**src/rtl/lc3b_types.sv**
```systemverilog
// Shared LC-3b types used by the memory-stage sequencer.
package lc3b_types;

  typedef logic [15:0] lc3b_word;
  typedef logic [3:0]  lc3b_opcode;

  localparam lc3b_opcode OP_LDB = 4'b0010;
  localparam lc3b_opcode OP_STB = 4'b0011;
  localparam lc3b_opcode OP_LDR = 4'b0110;
  localparam lc3b_opcode OP_STR = 4'b0111;
  localparam lc3b_opcode OP_LDI = 4'b1010;
  localparam lc3b_opcode OP_STI = 4'b1011;

  typedef enum logic [1:0] {IDLE, ACC1, ACC2, DONE} mem_state_t;

  localparam logic [1:0] BE_WORD = 2'b11;
  localparam logic [1:0] BE_LO   = 2'b01;
  localparam logic [1:0] BE_HI   = 2'b10;

  function automatic logic is_indirect(input lc3b_opcode op);
    return (op == OP_LDI) || (op == OP_STI);
  endfunction

endpackage

```
**src/rtl/mem_access_ctrl_byte_lane.sv**
```systemverilog
// Byte-lane steering: replicate/mask for byte stores, extract/zero-extend for byte loads.
module mem_byte_lane
  import lc3b_types::*;
(
  input  logic       st_addr_lsb,
  input  lc3b_word   st_wdata,
  output lc3b_word   st_wdata_rep,
  output logic [1:0] st_be,
  input  logic       ld_addr_lsb,
  input  lc3b_word   ld_rdata,
  output lc3b_word   ld_byte
);

  assign st_wdata_rep = {st_wdata[7:0], st_wdata[7:0]};
  assign st_be        = st_addr_lsb ? BE_HI : BE_LO;
  assign ld_byte      = {8'h00, (ld_addr_lsb ? ld_rdata[15:8] : ld_rdata[7:0])};

endmodule

```
**src/rtl/mem_access_ctrl.sv**
```systemverilog
// Memory-stage sequencer: single and indirect (LDI/STI) data-cache accesses with pipeline stall.
module mem_access_ctrl
  import lc3b_types::*;
#(
  parameter int WORD_WIDTH   = 16,
  parameter int RESP_TIMEOUT = 0
)
(
  input  logic                  clk,
  input  logic                  rst_n,
  input  logic                  valid,
  input  logic [3:0]            opcode,
  input  logic                  read_memory,
  input  logic                  write_memory,
  input  logic                  byte_op,
  input  logic [WORD_WIDTH-1:0] addr,
  input  logic [WORD_WIDTH-1:0] wdata,
  input  logic                  dmem_resp,
  input  logic [WORD_WIDTH-1:0] dmem_rdata,
  output logic                  dmem_read,
  output logic                  dmem_write,
  output logic [WORD_WIDTH-1:0] dmem_address,
  output logic [WORD_WIDTH-1:0] dmem_wdata,
  output logic [1:0]            dmem_byte_enable,
  output logic                  stall,
  output logic [WORD_WIDTH-1:0] rdata,
  output logic                  rdata_valid,
  output logic                  mem_error
);

  localparam bit         TO_EN   = (RESP_TIMEOUT > 0);
  localparam logic [15:0] TO_LAST = 16'(RESP_TIMEOUT - 1);

  logic        req;
  mem_state_t  state_q, state_d;
  lc3b_opcode  op_q, op_d;
  lc3b_word    addr_q, addr_d, wdata_q, wdata_d;
  logic        byte_q, byte_d, rd_q, rd_d;
  logic [15:0] cnt_q, cnt_d;
  logic        dmem_read_q, dmem_read_d, dmem_write_q, dmem_write_d;
  lc3b_word    dmem_address_q, dmem_address_d, dmem_wdata_q, dmem_wdata_d;
  logic [1:0]  dmem_be_q, dmem_be_d;
  lc3b_word    rdata_q, rdata_d;
  logic        rdata_valid_q, rdata_valid_d, mem_error_q, mem_error_d;
  lc3b_word    st_wdata_rep, ld_byte;
  logic [1:0]  st_be;

  assign req = valid & (read_memory | write_memory);

  mem_byte_lane u_lane (
    .st_addr_lsb  (addr[0]),
    .st_wdata     (wdata),
    .st_wdata_rep (st_wdata_rep),
    .st_be        (st_be),
    .ld_addr_lsb  (addr_q[0]),
    .ld_rdata     (dmem_rdata),
    .ld_byte      (ld_byte)
  );

  always_comb begin
    state_d        = state_q;
    op_d           = op_q;
    addr_d         = addr_q;
    wdata_d        = wdata_q;
    byte_d         = byte_q;
    rd_d           = rd_q;
    cnt_d          = cnt_q;
    dmem_read_d    = dmem_read_q;
    dmem_write_d   = dmem_write_q;
    dmem_address_d = dmem_address_q;
    dmem_wdata_d   = dmem_wdata_q;
    dmem_be_d      = dmem_be_q;
    rdata_d        = rdata_q;
    rdata_valid_d  = 1'b0;
    mem_error_d    = mem_error_q;

    case (state_q)
      IDLE: begin
        if (req) begin
          state_d        = ACC1;
          op_d           = opcode;
          addr_d         = addr;
          wdata_d        = wdata;
          byte_d         = byte_op;
          rd_d           = read_memory;
          cnt_d          = '0;
          dmem_address_d = {addr[15:1], 1'b0};
          dmem_wdata_d   = '0;
          dmem_be_d      = 2'b00;
          // Indirect stores still read the pointer first.
          if (read_memory || is_indirect(opcode)) begin
            dmem_read_d = 1'b1;
          end else begin
            dmem_write_d = 1'b1;
            dmem_wdata_d = byte_op ? st_wdata_rep : wdata;
            dmem_be_d    = byte_op ? st_be : BE_WORD;
          end
        end
      end

      ACC1, ACC2: begin
        if (dmem_resp) begin
          if (state_q == ACC1 && is_indirect(op_q)) begin
            state_d        = ACC2;
            cnt_d          = '0;
            dmem_address_d = {dmem_rdata[15:1], 1'b0};
            dmem_read_d    = rd_q;
            dmem_write_d   = !rd_q;
            dmem_wdata_d   = rd_q ? 16'h0000 : wdata_q;
            dmem_be_d      = rd_q ? 2'b00 : BE_WORD;
          end else begin
            state_d        = DONE;
            dmem_read_d    = 1'b0;
            dmem_write_d   = 1'b0;
            dmem_address_d = '0;
            dmem_wdata_d   = '0;
            dmem_be_d      = 2'b00;
            if (rd_q) begin
              rdata_d       = byte_q ? ld_byte : dmem_rdata;
              rdata_valid_d = 1'b1;
            end
          end
        end else if (TO_EN && cnt_q == TO_LAST) begin
          state_d        = DONE;
          dmem_read_d    = 1'b0;
          dmem_write_d   = 1'b0;
          dmem_address_d = '0;
          dmem_wdata_d   = '0;
          dmem_be_d      = 2'b00;
          mem_error_d    = 1'b1;
          rdata_d        = 16'h0000;
          rdata_valid_d  = rd_q;
        end else begin
          cnt_d = cnt_q + 16'd1;
        end
      end

      DONE: state_d = IDLE;

      default: state_d = IDLE;
    endcase
  end

  always_ff @(posedge clk or negedge rst_n) begin
    if (!rst_n) begin
      state_q        <= IDLE;
      op_q           <= '0;
      addr_q         <= '0;
      wdata_q        <= '0;
      byte_q         <= 1'b0;
      rd_q           <= 1'b0;
      cnt_q          <= '0;
      dmem_read_q    <= 1'b0;
      dmem_write_q   <= 1'b0;
      dmem_address_q <= '0;
      dmem_wdata_q   <= '0;
      dmem_be_q      <= 2'b00;
      rdata_q        <= '0;
      rdata_valid_q  <= 1'b0;
      mem_error_q    <= 1'b0;
    end else begin
      state_q        <= state_d;
      op_q           <= op_d;
      addr_q         <= addr_d;
      wdata_q        <= wdata_d;
      byte_q         <= byte_d;
      rd_q           <= rd_d;
      cnt_q          <= cnt_d;
      dmem_read_q    <= dmem_read_d;
      dmem_write_q   <= dmem_write_d;
      dmem_address_q <= dmem_address_d;
      dmem_wdata_q   <= dmem_wdata_d;
      dmem_be_q      <= dmem_be_d;
      rdata_q        <= rdata_d;
      rdata_valid_q  <= rdata_valid_d;
      mem_error_q    <= mem_error_d;
    end
  end

  // IDLE stall is combinational so the requesting instruction freezes in its first cycle.
  assign stall = (state_q == ACC1) || (state_q == ACC2) ||
                 ((state_q == IDLE) && req && rst_n);

  assign dmem_read        = dmem_read_q;
  assign dmem_write       = dmem_write_q;
  assign dmem_address     = dmem_address_q;
  assign dmem_wdata       = dmem_wdata_q;
  assign dmem_byte_enable = dmem_be_q;
  assign rdata            = rdata_q;
  assign rdata_valid      = rdata_valid_q;
  assign mem_error        = mem_error_q;

endmodule

```
**config.mk**
```make
export PLATFORM = sky130hd
export DESIGN_NAME = mem_access_ctrl
export DESIGN_NICKNAME = d
export VERILOG_FILES = /design/src/rtl/lc3b_types.sv /design/src/rtl/mem_access_ctrl_byte_lane.sv /design/src/rtl/mem_access_ctrl.sv
export SDC_FILE = /design/constraint.sdc
export NUM_CORES = 1
export LEC_CHECK = 0
export CAP_MARGIN = 10
export CORE_MARGIN = 2
export CORE_UTILIZATION = 48
export CTS_BUF_LIST = sky130_fd_sc_hd__clkbuf_2
export CTS_CLUSTER_DIAMETER = 60
export DETAILED_ROUTE_END_ITERATION = 8
export GPL_TIMING_DRIVEN = 0
export PLACE_DENSITY_LB_ADDON = 0.08
export SETUP_SLACK_MARGIN = 0.15
export SYNTH_ARGS = -nofsm -noshare
export SYNTH_HDL_FRONTEND = slang
export SYNTH_SLANG_ARGS = --single-unit
```
**constraint.sdc**
```tcl
create_clock -name clk -period 2.41 [get_ports clk]
set_input_delay 0.6025 -clock clk [delete_from_list [all_inputs] [get_ports clk]]
set_output_delay 0.6025 -clock clk [all_outputs]
set_load 0.05 [all_outputs]
```
==> flow_summary.json <==
{
  "run_status": "finished clean",
  "syn-instance-count": 331,
  "synth.ff_latch_count": 76,
  "ioPinCount": 114,
  "ys_types": 31,
  "drt_iter0_markers": 161,
  "peakVddDrop_mv": 0.758,
  "critPathSlowestCell": "dfrtp_1",
  "route.detailed.drc": 0,
  "grt_setup_unrepaired": "true",
  "antennaDiodeCount": 0,
  "area_growth_syn_to_layout_pct": 41.5,
  "cp_top_family": "buffers and inverters",
  "mostFrequentLayoutCell": "dfrtp_1",
  "coreArea_sq_um": 7210,
  "worst-slew-pin-transition_ns": 0.814,
  "first_pass_grt_wire_length_um": 15500,
  "final_worst_path_period_need_ns": 2.31,
  "critPathBufInv": 5,
  "cts_buffer_depth": 2,
  "power_density_nw_per_um2": 1590,
  "yosysTopAreaCell": "dfrtp_1",
  "floorplan.die.height_um": 89.9,
  "synth.yosys.seq_area_share_pct": 53.7,
  "gr-usage-all-layers_pct": 24.3,
  "final-setup-viol-count": 0,
  "grt_overflow_total": 0,
  "cell_chain_of_the_critical_path": "inv_2, ha_4, buf_6, inv_4, buf_8, o21ai_4, buf_8",
  "route.vias.total": 3045,
  "cts.sinks": 76,
  "end_kind": "output port",
  "worst-endpoint-arrival_ns": 1.71,
  "postLayoutCellArea_sq_um": 5010,
  "worst_hold_path_type": "input pin to async pin",
  "die_x_um": 89.9,
  "totalWireLength_um": 9810,
  "vias_per_cell": 5.36,
  "initial_antenna_violation_count": 0,
  "crit_fanout": 3,
  "synthTopCellsByArea": "dfrtp_1, mux2_2, a21oi_1, nor2_1, a22oi_1",
  "gp_routability_congestion": 0.811,
  "worst_slack_at_placement_ns": -0.901,
  "crit_path_start": "state_q[1]",
  "full_die_area_sq_um": 8070,
  "worst_path_most_repeated_cell": "buf_8",
  "avgRoutedWirePerCell_um": 17.3,
  "timing.setup.tns_ns": 0,
  "setup_ws_ns": 0.0993,
  "drt.antenna.violating_nets": 0,
  "num-fill-cells": 605,
  "grt_pass1_vias": 3012,
  "crit_path_category": "register to output port",
  "reg2reg_setup_slack_ns": 0.43,
  "slew_violations": 0,
  "initial_core_util_pct": 49.0,
  "post_dp_cell_area_sq_um": 4800,
  "max-cap-violations": 0,
  "num_cts_buffers": 9,
  "fin_crit_sh_pct": 95.9,
  "place.port_buffers": 110,
  "hpwlAfterDp_um": 7090,
  "fraction_of_layout_cells_with_a_size_suffix_above_1_pct": 20.0,
  "yosysTopAreaCellShare_pct": 53.7,
  "worstPathRequired_ns": 1.81,
  "final-hold-violation-count": 0,
  "post_synthesis_area_per_instance_sq_um": 10.7,
  "startpoint_of_the_worst_register_to_register_path": "state_q[1]",
  "detail_route.first_pass.iterations": 5,
  "clk_pin_slew_ns": 0.19,
  "largest_stage_delay_on_the_critical_path_ns": 0.40,
  "highest_achievable_clock_rate_ghz": 0.433,
  "nNetsFinal": 527,
  "cts-root-buf": "clkbuf_2",
  "cts.htree.levels": 3,
  "syn-cell-area_sq_um": 3540,
  "tritoncts": "yes",
  "top_library_cells_by_usage_in_the_layout_fill_and_taps_aside": "dfrtp_1, clkdlybuf4s50_1, dlygate4sd2_1",
  "leakagePower_nw": 2.34,
  "critical_path.startpoint_type": "register",
  "insertion_delay_ns": 0.49,
  "totalPowerFinal_w": 0.00798,
  "floorplan.rows": 31,
  "yosys_warnings": 0,
  "fin_worst_skew_ns": 0.0205,
  "grt_start_max_net_pins": 48,
  "max_slew_margin_pct": 45.5
}
## synthesized netlist by cell type
master     n
a22o_1     1
and4b_1    1
o211ai_2   1
buf_4      4
nor2_1    36
buf_2     10
ha_1       3
a22oi_1   16
nand2_1   19
a21oi_2   11
nand3_1    1
a21oi_1   44
nor3_4     1
nand4_1    1
mux2i_1   10
nand2b_1   9
conb_1     1
a21boi_1   1
and3b_1    1
and3_1    15
inv_1      5
nor3_2     1
a31oi_1    1
clkbuf_1   6
o21ai_1    1
dfrtp_1   76
mux2_2    30
buf_6      3
nand4b_1   1
o21ai_0   20
inv_2      1
## power by group
group	switching (W)	internal, W	leakage, nW	total [W]
Clock	0.000432	0.000339	0.0778	0.000771
Sequential	0.000323	0.00193	0.916	0.00225
Combinational	0.00329	0.00167	1.35	0.00496
## cell type report
cell class | count | area [sq um] | share of cell area, %
sequential | 76 | 1900 | 38.0
multi-input combinational | 227 | 1520 | 30.4
timing repair buffer | 122 | 1150 | 23.0
buffer | 23 | 158 | 3.15
tap | 99 | 124 | 2.47
clock inverter | 5 | 77.6 | 1.55
clock buffer | 10 | 50.0 | 0.999
inverter | 6 | 25.0 | 0.500
## layer usage
| metal | vias to the layer above | routed length (um) | global-route usage, % |
|---|---|---|---|
| met5 | - | 0 | 0 |
| met4 | 0 | 234 | 9.49 |
| met3 | 21 | 628 | 4.95 |
| met2 | 114 | 4830 | 40.6 |
| met1 | 1481 | 4120 | 31.5 |
| li1 | 1429 | - | - |
## state kept, by name, indices dropped and copies added (netlist names)
register / flops
dmem_address: 15
rdata_valid: 1
rdata: 16
dmem_write: 1
dmem_byte_enable: 2
dmem_wdata: 16
state_q: 2
op_q: 3
dmem_read: 1
wdata_q: 16
addr_q: 1
byte_q: 1
rd_q: 1
## path summary, 6_finish.rpt
kind                            cells past startpoint             endpoint
worst min register to register                      2             rdata[8]
worst max register to register                      8  dmem_byte_enable[0]
worst max-delay path                                7                stall
min in group clk                                    2             rdata[8]
worst min-delay path                                2      dmem_address[9]
max in group asynchronous                           2           wdata_q[6]
## metrics by stage
step	instances	util (%)	hold WS, ns
4_1_cts	565	68.8	0.0693
3_3_place_gp	541	66.1	0.465
5_1_grt	568	69.4	0.0554
2_1_floorplan	332	-	0.307
3_5_place_dp	542	66.5	0.471
6_report	568	69.4	0.0873
## cells by family (layout without fill, tap and decap cells)
group	Yosys count	in the layout	share of synthesized area, %
AOI/OAI and AO/OA	96	96	16.3
and+or+nand+nor	86	86	11.9
DFF	76	76	53.7
muxes	40	40	12.4
buffers and inverters	29	166	4.49
adders and majority gates	3	3	1.06
other	1	2	0.106
## timing repair
item                                    CTS  global route
endpoints found under the setup margin   53             2
pin swaps                                 2             1
buffers inserted                          6             3
hold buffers                              2             0
gates resized for setup                  69             7
hold endpoints to repair                 11             0
No activity file was read; power rests on OpenSTA's default activity.
